===== config.mk =====
export PLATFORM = sky130hd
export DESIGN_NAME = uart_rx_sampler
export DESIGN_NICKNAME = d
export VERILOG_FILES = /design/src/rtl/uart_rx_sampler.sv
export SDC_FILE = /design/constraint.sdc
export NUM_CORES = 1
export LEC_CHECK = 0
export ABC_CLOCK_PERIOD_IN_PS = 2000
export BUFFER_PORTS_ARGS = -buffer_cell sky130_fd_sc_hd__buf_2
export CAP_MARGIN = 20
export CELL_PAD_IN_SITES_DETAIL_PLACEMENT = 1
export CELL_PAD_IN_SITES_GLOBAL_PLACEMENT = 2
export CORE_MARGIN = 2
export CORE_UTILIZATION = 39
export DETAILED_ROUTE_END_ITERATION = 7
export GPL_TIMING_DRIVEN = 0
export PLACE_DENSITY = 0.75
export SLEW_MARGIN = 5
export SYNTH_ARGS = -nofsm -noshare
export SYNTH_HDL_FRONTEND = slang
export SYNTH_SLANG_ARGS = --single-unit

===== constraint.sdc =====
create_clock -name clk -period 2 [get_ports clk]
set_clock_uncertainty 0.2 [all_clocks]
set_input_delay 0.1 -clock clk [delete_from_list [all_inputs] [get_ports clk]]
set_output_delay 0.1 -clock clk [all_outputs]
set_load 0.005 [all_outputs]

===== src/rtl/uart_rx_sampler.sv =====
// Oversampling 8N1 UART receive front-end: synchronises rxd, validates the start bit,
// samples each bit at mid-period and hands bytes over through a one-deep valid/read register.
module uart_rx_sampler #(
  parameter int OVERSAMPLE = 16
) (
  input  logic       clk,
  input  logic       rst,
  input  logic       tick,
  input  logic       rxd,
  input  logic       rd,
  output logic [7:0] data_o,
  output logic       rx_valid,
  output logic       frame_err,
  output logic       overrun,
  output logic       busy
);

  localparam int CW = $clog2(OVERSAMPLE);
  localparam logic [CW-1:0] CNT_HALF = CW'(OVERSAMPLE / 2 - 1);
  localparam logic [CW-1:0] CNT_LAST = CW'(OVERSAMPLE - 1);

  typedef enum logic [2:0] {
    S_IDLE,
    S_START,
    S_DATA,
    S_STOP,
    S_BREAK
  } state_e;

  logic          sync1_q, sync2_q;
  logic          rxs;
  state_e        state_q, state_d;
  logic [CW-1:0] cnt_q, cnt_d;
  logic [2:0]    idx_q, idx_d;
  logic [7:0]    sh_q, sh_d;
  logic [7:0]    data_q, data_d;
  logic          valid_q, valid_d;
  logic          ferr_q, ferr_d;
  logic          ovr_q, ovr_d;
  logic          busy_q, busy_d;
  logic          load;

  assign rxs = sync2_q;

  // NOTE: every variable gets a default at the top of always_comb so no path leaves it
  // unassigned; a missing default would infer a latch.
  always_comb begin
    state_d = state_q;
    cnt_d   = cnt_q;
    idx_d   = idx_q;
    sh_d    = sh_q;
    data_d  = data_q;
    valid_d = valid_q;
    ferr_d  = 1'b0;
    ovr_d   = ovr_q;
    load    = 1'b0;

    if (tick) begin
      case (state_q)
        S_IDLE: begin
          if (!rxs) begin
            cnt_d   = '0;
            state_d = S_START;
          end
        end
        S_START: begin
          if (cnt_q == CNT_HALF) begin
            if (!rxs) begin
              cnt_d   = '0;
              idx_d   = '0;
              state_d = S_DATA;
            end else begin
              state_d = S_IDLE;
            end
          end else begin
            cnt_d = cnt_q + 1'b1;
          end
        end
        S_DATA: begin
          if (cnt_q == CNT_LAST) begin
            sh_d  = {rxs, sh_q[7:1]};
            cnt_d = '0;
            if (idx_q == 3'd7) state_d = S_STOP;
            else               idx_d   = idx_q + 3'd1;
          end else begin
            cnt_d = cnt_q + 1'b1;
          end
        end
        S_STOP: begin
          if (cnt_q == CNT_LAST) begin
            cnt_d = '0;
            if (rxs) begin
              load    = 1'b1;
              state_d = S_IDLE;
            end else begin
              ferr_d  = 1'b1;
              state_d = S_BREAK;
            end
          end else begin
            cnt_d = cnt_q + 1'b1;
          end
        end
        // A held-low line parks here so it is not decoded as a stream of 0x00 frames.
        S_BREAK: begin
          if (rxs) state_d = S_IDLE;
        end
        default: state_d = S_IDLE;
      endcase
    end

    // Read acknowledges first; a coincident load then wins and keeps the byte valid.
    if (rd && valid_q) begin
      valid_d = 1'b0;
      ovr_d   = 1'b0;
    end
    if (load) begin
      data_d  = sh_q;
      valid_d = 1'b1;
      if (valid_q && !rd) ovr_d = 1'b1;
    end

    busy_d = (state_d != S_IDLE);
  end

  // NOTE: sequential state uses non-blocking assignments so every flop samples the
  // pre-edge values; blocking here would create order-dependent simulation races.
  always_ff @(posedge clk or negedge rst) begin
    if (!rst) begin
      sync1_q <= 1'b1;
      sync2_q <= 1'b1;
      state_q <= S_IDLE;
      cnt_q   <= '0;
      idx_q   <= '0;
      sh_q    <= '0;
      data_q  <= '0;
      valid_q <= 1'b0;
      ferr_q  <= 1'b0;
      ovr_q   <= 1'b0;
      busy_q  <= 1'b0;
    end else begin
      sync1_q <= rxd;
      sync2_q <= sync1_q;
      state_q <= state_d;
      cnt_q   <= cnt_d;
      idx_q   <= idx_d;
      sh_q    <= sh_d;
      data_q  <= data_d;
      valid_q <= valid_d;
      ferr_q  <= ferr_d;
      ovr_q   <= ovr_d;
      busy_q  <= busy_d;
    end
  end

  assign data_o    = data_q;
  assign rx_valid  = valid_q;
  assign frame_err = ferr_q;
  assign overrun   = ovr_q;
  assign busy      = busy_q;

endmodule


After elaboration in Yosys (flattened, before gate mapping) --
Index checks and enable logic that the tools add are counted.
Word-level totals: register bits after elaboration 32, input port bits 5, output and inout port bits 12, word-level logic and storage cells 68
Operators by class: $add $sub $neg 2, equal/unequal tests 11, muxes and demuxes 32, reduce and logical (&&, ||, !) cells 12
Operator list (count):
- two-way mux 3 bit | 12
- case mux 3 bit (5 select lines) | 1
- two-way mux 1 bit | 13
- two-way mux 4 bit | 3
- case mux 4 bit (3 select lines) | 1
- != test 2 bit, second input constant | 4
- == test 3 x 2 -> 1 bit, second input constant | 2
- == test 3 bit, second input constant | 2
- case mux 3 bit (2 select lines) | 1
- AND reduction 6 bit | 1
- nonzero test 3 bit | 2
- adder 4 x 1 -> 4 bit, second input constant | 1
- == test 4 x 3 -> 1 bit, second input constant | 1
- == test 4 bit, second input constant | 1
- nonzero test 2 bit | 2
- adder 3 x 1 -> 3 bit, second input constant | 1
- == test 3 x 1 -> 1 bit, second input constant | 1
- zero test 3 bit | 1
- AND reduction 3 bit | 1
- logical AND 1 bit | 2
- two-way mux 2 bit | 1
- AND reduction 2 bit | 1
- OR reduction 2 bit | 1
- zero test 1 bit | 1

Depth between registers and ports, before layout --
word-level depth 6, depth in mapped cells 5, mapped depth without buffers 5

Worst setup path after synthesis --
No wires, ideal clock.
path type register -> register, start point register idx_q[0], end point register idx_q[1], data arrival time 1.554 ns, required time 1.721 ns, path slack 0.166 ns, stages on the path, launching flop included 6, path buffers 0, clock period less this slack 1.834 ns, path through dfrtp_1 > ha_1 > ha_1 > or4_1 > nand2b_2 > mux2i_1
On the way: longest elaborated chain between the ends 4
Ends and longest elaborated chain:
- from (decl) | line 34 | logic [2:0] idx_q, idx_d;
- from (signal assigned) | line 145 | idx_q <= idx_d;
- adder 3 x 1 -> 3 bit | line 84 | else idx_d = idx_q + 3'd1;
- two-way mux 3 bit | line 83 | if (idx_q == 3'd7) state_d = S_STOP;
- two-way mux 3 bit | line 80 | if (cnt_q == CNT_LAST) begin
- case mux 3 bit (2 select lines) | line 59 | case (state_q)
Parallel ways exist; a longest one is shown, timed or not. The select of a mux whose other input is x is not followed. A chain may end at the register's enable or synchronous reset.

Final worst setup path --
Ends and elaborated chain as after synthesis.

==> results.toml <==
[synth]
yosys.area.top_type = "dfrtp_1"
syn_avg_cell_area_um2 = 13.18
ys_seq_area_share_pct = 54.92
synth-seq-cells = 32
synth_area_leaders = "dfrtp_1 (51%), mux2_2 (12%), dfstp_2 (3.6%), ha_1 (2.6%), mux2i_1 (2.1%)"
yosysWarnings = 0
syn_nets = 119
syn_area_um2 = 1463
syn_inst = 111
synth_top_area_share_pct = 51.33
yosysUniqueCellTypes = 42

[route]
wire_per_inst_um = 14.34
post_drt_via_cell_ratio = 5.163
drc = 0
drt_iter0_drc = 32
drt-total-wl_mm = 2.724
ant_nets = 0
vias = 981
dr.pass1.iters = 3

[timing]
hold_ws_ps = 155.3
setup_slack_ps = 84.76
rsz0062_at_grt = "false"
period_needed_ps = 1915
worst_slew_pin_slew_ps = 684.7
finalMaxSlewViolations = 0
finalCritPeriodShare_pct = 95.76
final-hold-violation-count = 0
fmax_ghz = 0.5221
relSlewSlack_pct = 54.35
setup_violations = 0

[worst_setup_path]
worstSetupStartpointType = "register"
timing.rr.start = "idx_q[0]$_DFFE_PN0P_"
r2r_cells = 5
path_class = "register to register"
cp-end-kind = "register"
rrSetupSlack_ps = 80
cp_max_fo = 3
crit_arrival_ps = 1920
regToRegEndpoint = "idx_q[1]$_DFFE_PN0P_"
worst_ep_required_time_ps = 2000

[min_path]
hold_depth = 0
min_to = "rxs$_DFF_PN1_"
min_path_type = "register to register"
worstHoldStart = "sync1_q$_DFF_PN1_"

[cts]
clk_path_buf_depth = 2
root_buffer = "clkbuf_8"
numCtsBuffers = 5
cts_tree = "done"
clock_sinks = 32
worstSkewPairLatency_ps = 280
path_clk_slew_ps = 60
htreeDepth = 2

[floorplan]
die_w_um = 65.24
die_area_um2 = 4256
core_area_um2 = 3633
ios = 17
die_h_um = 65.24
rows = 22
start_util_pct = 40.25

[layout]
fin_area_um2 = 1793
layout.nets = 149
layout_commonest_cell = "dfrtp_1"
drive_gt1_share_pct = 42.96
layout_common_cells = "dfrtp_1 (30), buf_2 (16), mux2_2 (16), inv_1 (6)"
seqCellArea_um2 = 803.3
areaGrowthSynthToFinish_pct = 22.58
antennaDiodeCount = 0
fillers = 411
multi_input_area_um2 = 619.3

[placement]
dpl_worst_slack_ps = -11.92
placed_area_um2 = 1598
gp_congestion = 0.7906
dpl.hpwl_mm = 1.857
numPortBuffers = 15

[global_routing]
grt_pass1_wl_mm = 4.471
overflow = 0
antenna_found_initial = 0
grt_pass1_vias = 958
grt_usage_pct = 14.15
grt_start_max_net_pins = 33

[power_and_ir_drop]
power_density_nw_per_um2 = 1066
ir_drop_uv = 606.5
leakage_nw = 0.8730

[outcome]
status = "finished clean"

[job]
maxCapViolations = 0
## cell type report
| type | instances | area share [%] |
|---|---|---|
| Buffer | 4 | 1.954 |
| Inverter | 6 | 1.256 |
| Tap cell | 48 | 3.350 |
| Clock buffer | 6 | 4.047 |
| Sequential cell | 32 | 44.80 |
| Multi-Input combinational cell | 69 | 34.54 |
| Clock inverter | 2 | 1.954 |
| Timing Repair Buffer | 23 | 8.095 |
## per-layer routing
layer / GRT usage (%) / wire length [um] / vias up / share of wire [%]
met5: 0 / 0 / - / 0
met4: 4.688 / 36 / 0 / 1.3
met3: 5.137 / 69 / 4 / 2.5
met2: 21.43 / 1330 / 12 / 49
met1: 18.84 / 1288 / 496 / 47
li1: - / - / 469 / -
## timing repair
item,CTS,global route
endpoints found under the hold margin,34,0
endpoints found under the setup margin,8,2
setup buffers,4,0
gates resized for setup,0,4
hold buffers,4,0
pin swaps,1,0
## synth_stat cells, drive strengths merged
master  instances
nor3            2
nor2b           1
nor2            3
or3             1
nor4            1
mux2           16
dfstp           2
a31o            1
a22o            1
nand3           6
nand4           2
o22ai           1
nor4b           2
a211o           2
o41ai           1
a31oi           2
o32ai           1
o21ai           1
or4             1
inv             6
a311o           1
nand2b          2
nand3b          2
dfrtp          30
ha              3
a22oi           1
a21oi           4
nor3b           2
buf             4
a21o            1
nand2           4
mux2i           3
and3            1
## metrics by stage
stage / cells / total power [mW] / setup TNS [ps] / utilization (%)
floorplan: 111 / 1.194 / 0 / -
CTS: 190 / 1.936 / 0 / 48.86
global route: 190 / 2.039 / 0 / 49.35
global placement: 174 / 1.292 / 0 / 43.97
finish: 190 / 1.912 / 0 / 49.35
detailed placement: 174 / 1.321 / -55.18 / 43.97
## worst max-delay path: stages, from the launching register on
cell and delay (ps):
dfrtp_1 400, ha_1 210, ha_1 210, or4_4 540, nand2b_4 100, mux2i_1 170
## cell families (layout without fill, tap and decap cells)
logic type | count (synthesis) | after routing | synth area share, %
DFF | 32 | 32 | 54.92
and+or+nand+nor | 30 | 30 | 15.83
muxes | 19 | 19 | 14.37
AOI/OAI and AO/OA | 17 | 17 | 8.384
buffers and inverters | 10 | 41 | 3.935
adders and majority gates | 3 | 3 | 2.567
## sequential cells by signal, indices dropped and copies added (netlist names), named ones only
name	count
rx_valid	1
frame_err	1
busy	1
rxs	1
sync1_q	1
cnt_q	4
idx_q	3
state_q	3
sh_q	8
data_o	8
## where the power goes
group | total (mW) | switching [mW] | internal, mW
combinational | 0.491 | 0.259 | 0.233
clock | 0.592 | 0.222 | 0.369
sequential | 0.829 | 0.0829 | 0.746
## how the worst max path moves through the flow
stage	end	cells past startpoint	startpoint	slack, ps
after global placement	data_o[4]$_DFFE_PN0P_	4	cnt_q[0]$_DFFE_PN0P_	40
after CTS	idx_q[1]$_DFFE_PN0P_	5	idx_q[0]$_DFFE_PN0P_	30
after global routing	idx_q[2]$_DFFE_PN0P_	5	idx_q[0]$_DFFE_PN0P_	10
after floorplan	idx_q[1]$_DFFE_PN0P_	5	idx_q[0]$_DFFE_PN0P_	170
final	idx_q[1]$_DFFE_PN0P_	5	idx_q[0]$_DFFE_PN0P_	80
after detailed placement	data_o[0]$_DFFE_PN0P_	4	cnt_q[0]$_DFFE_PN0P_	-10
(Power assumes the default switching activity.)
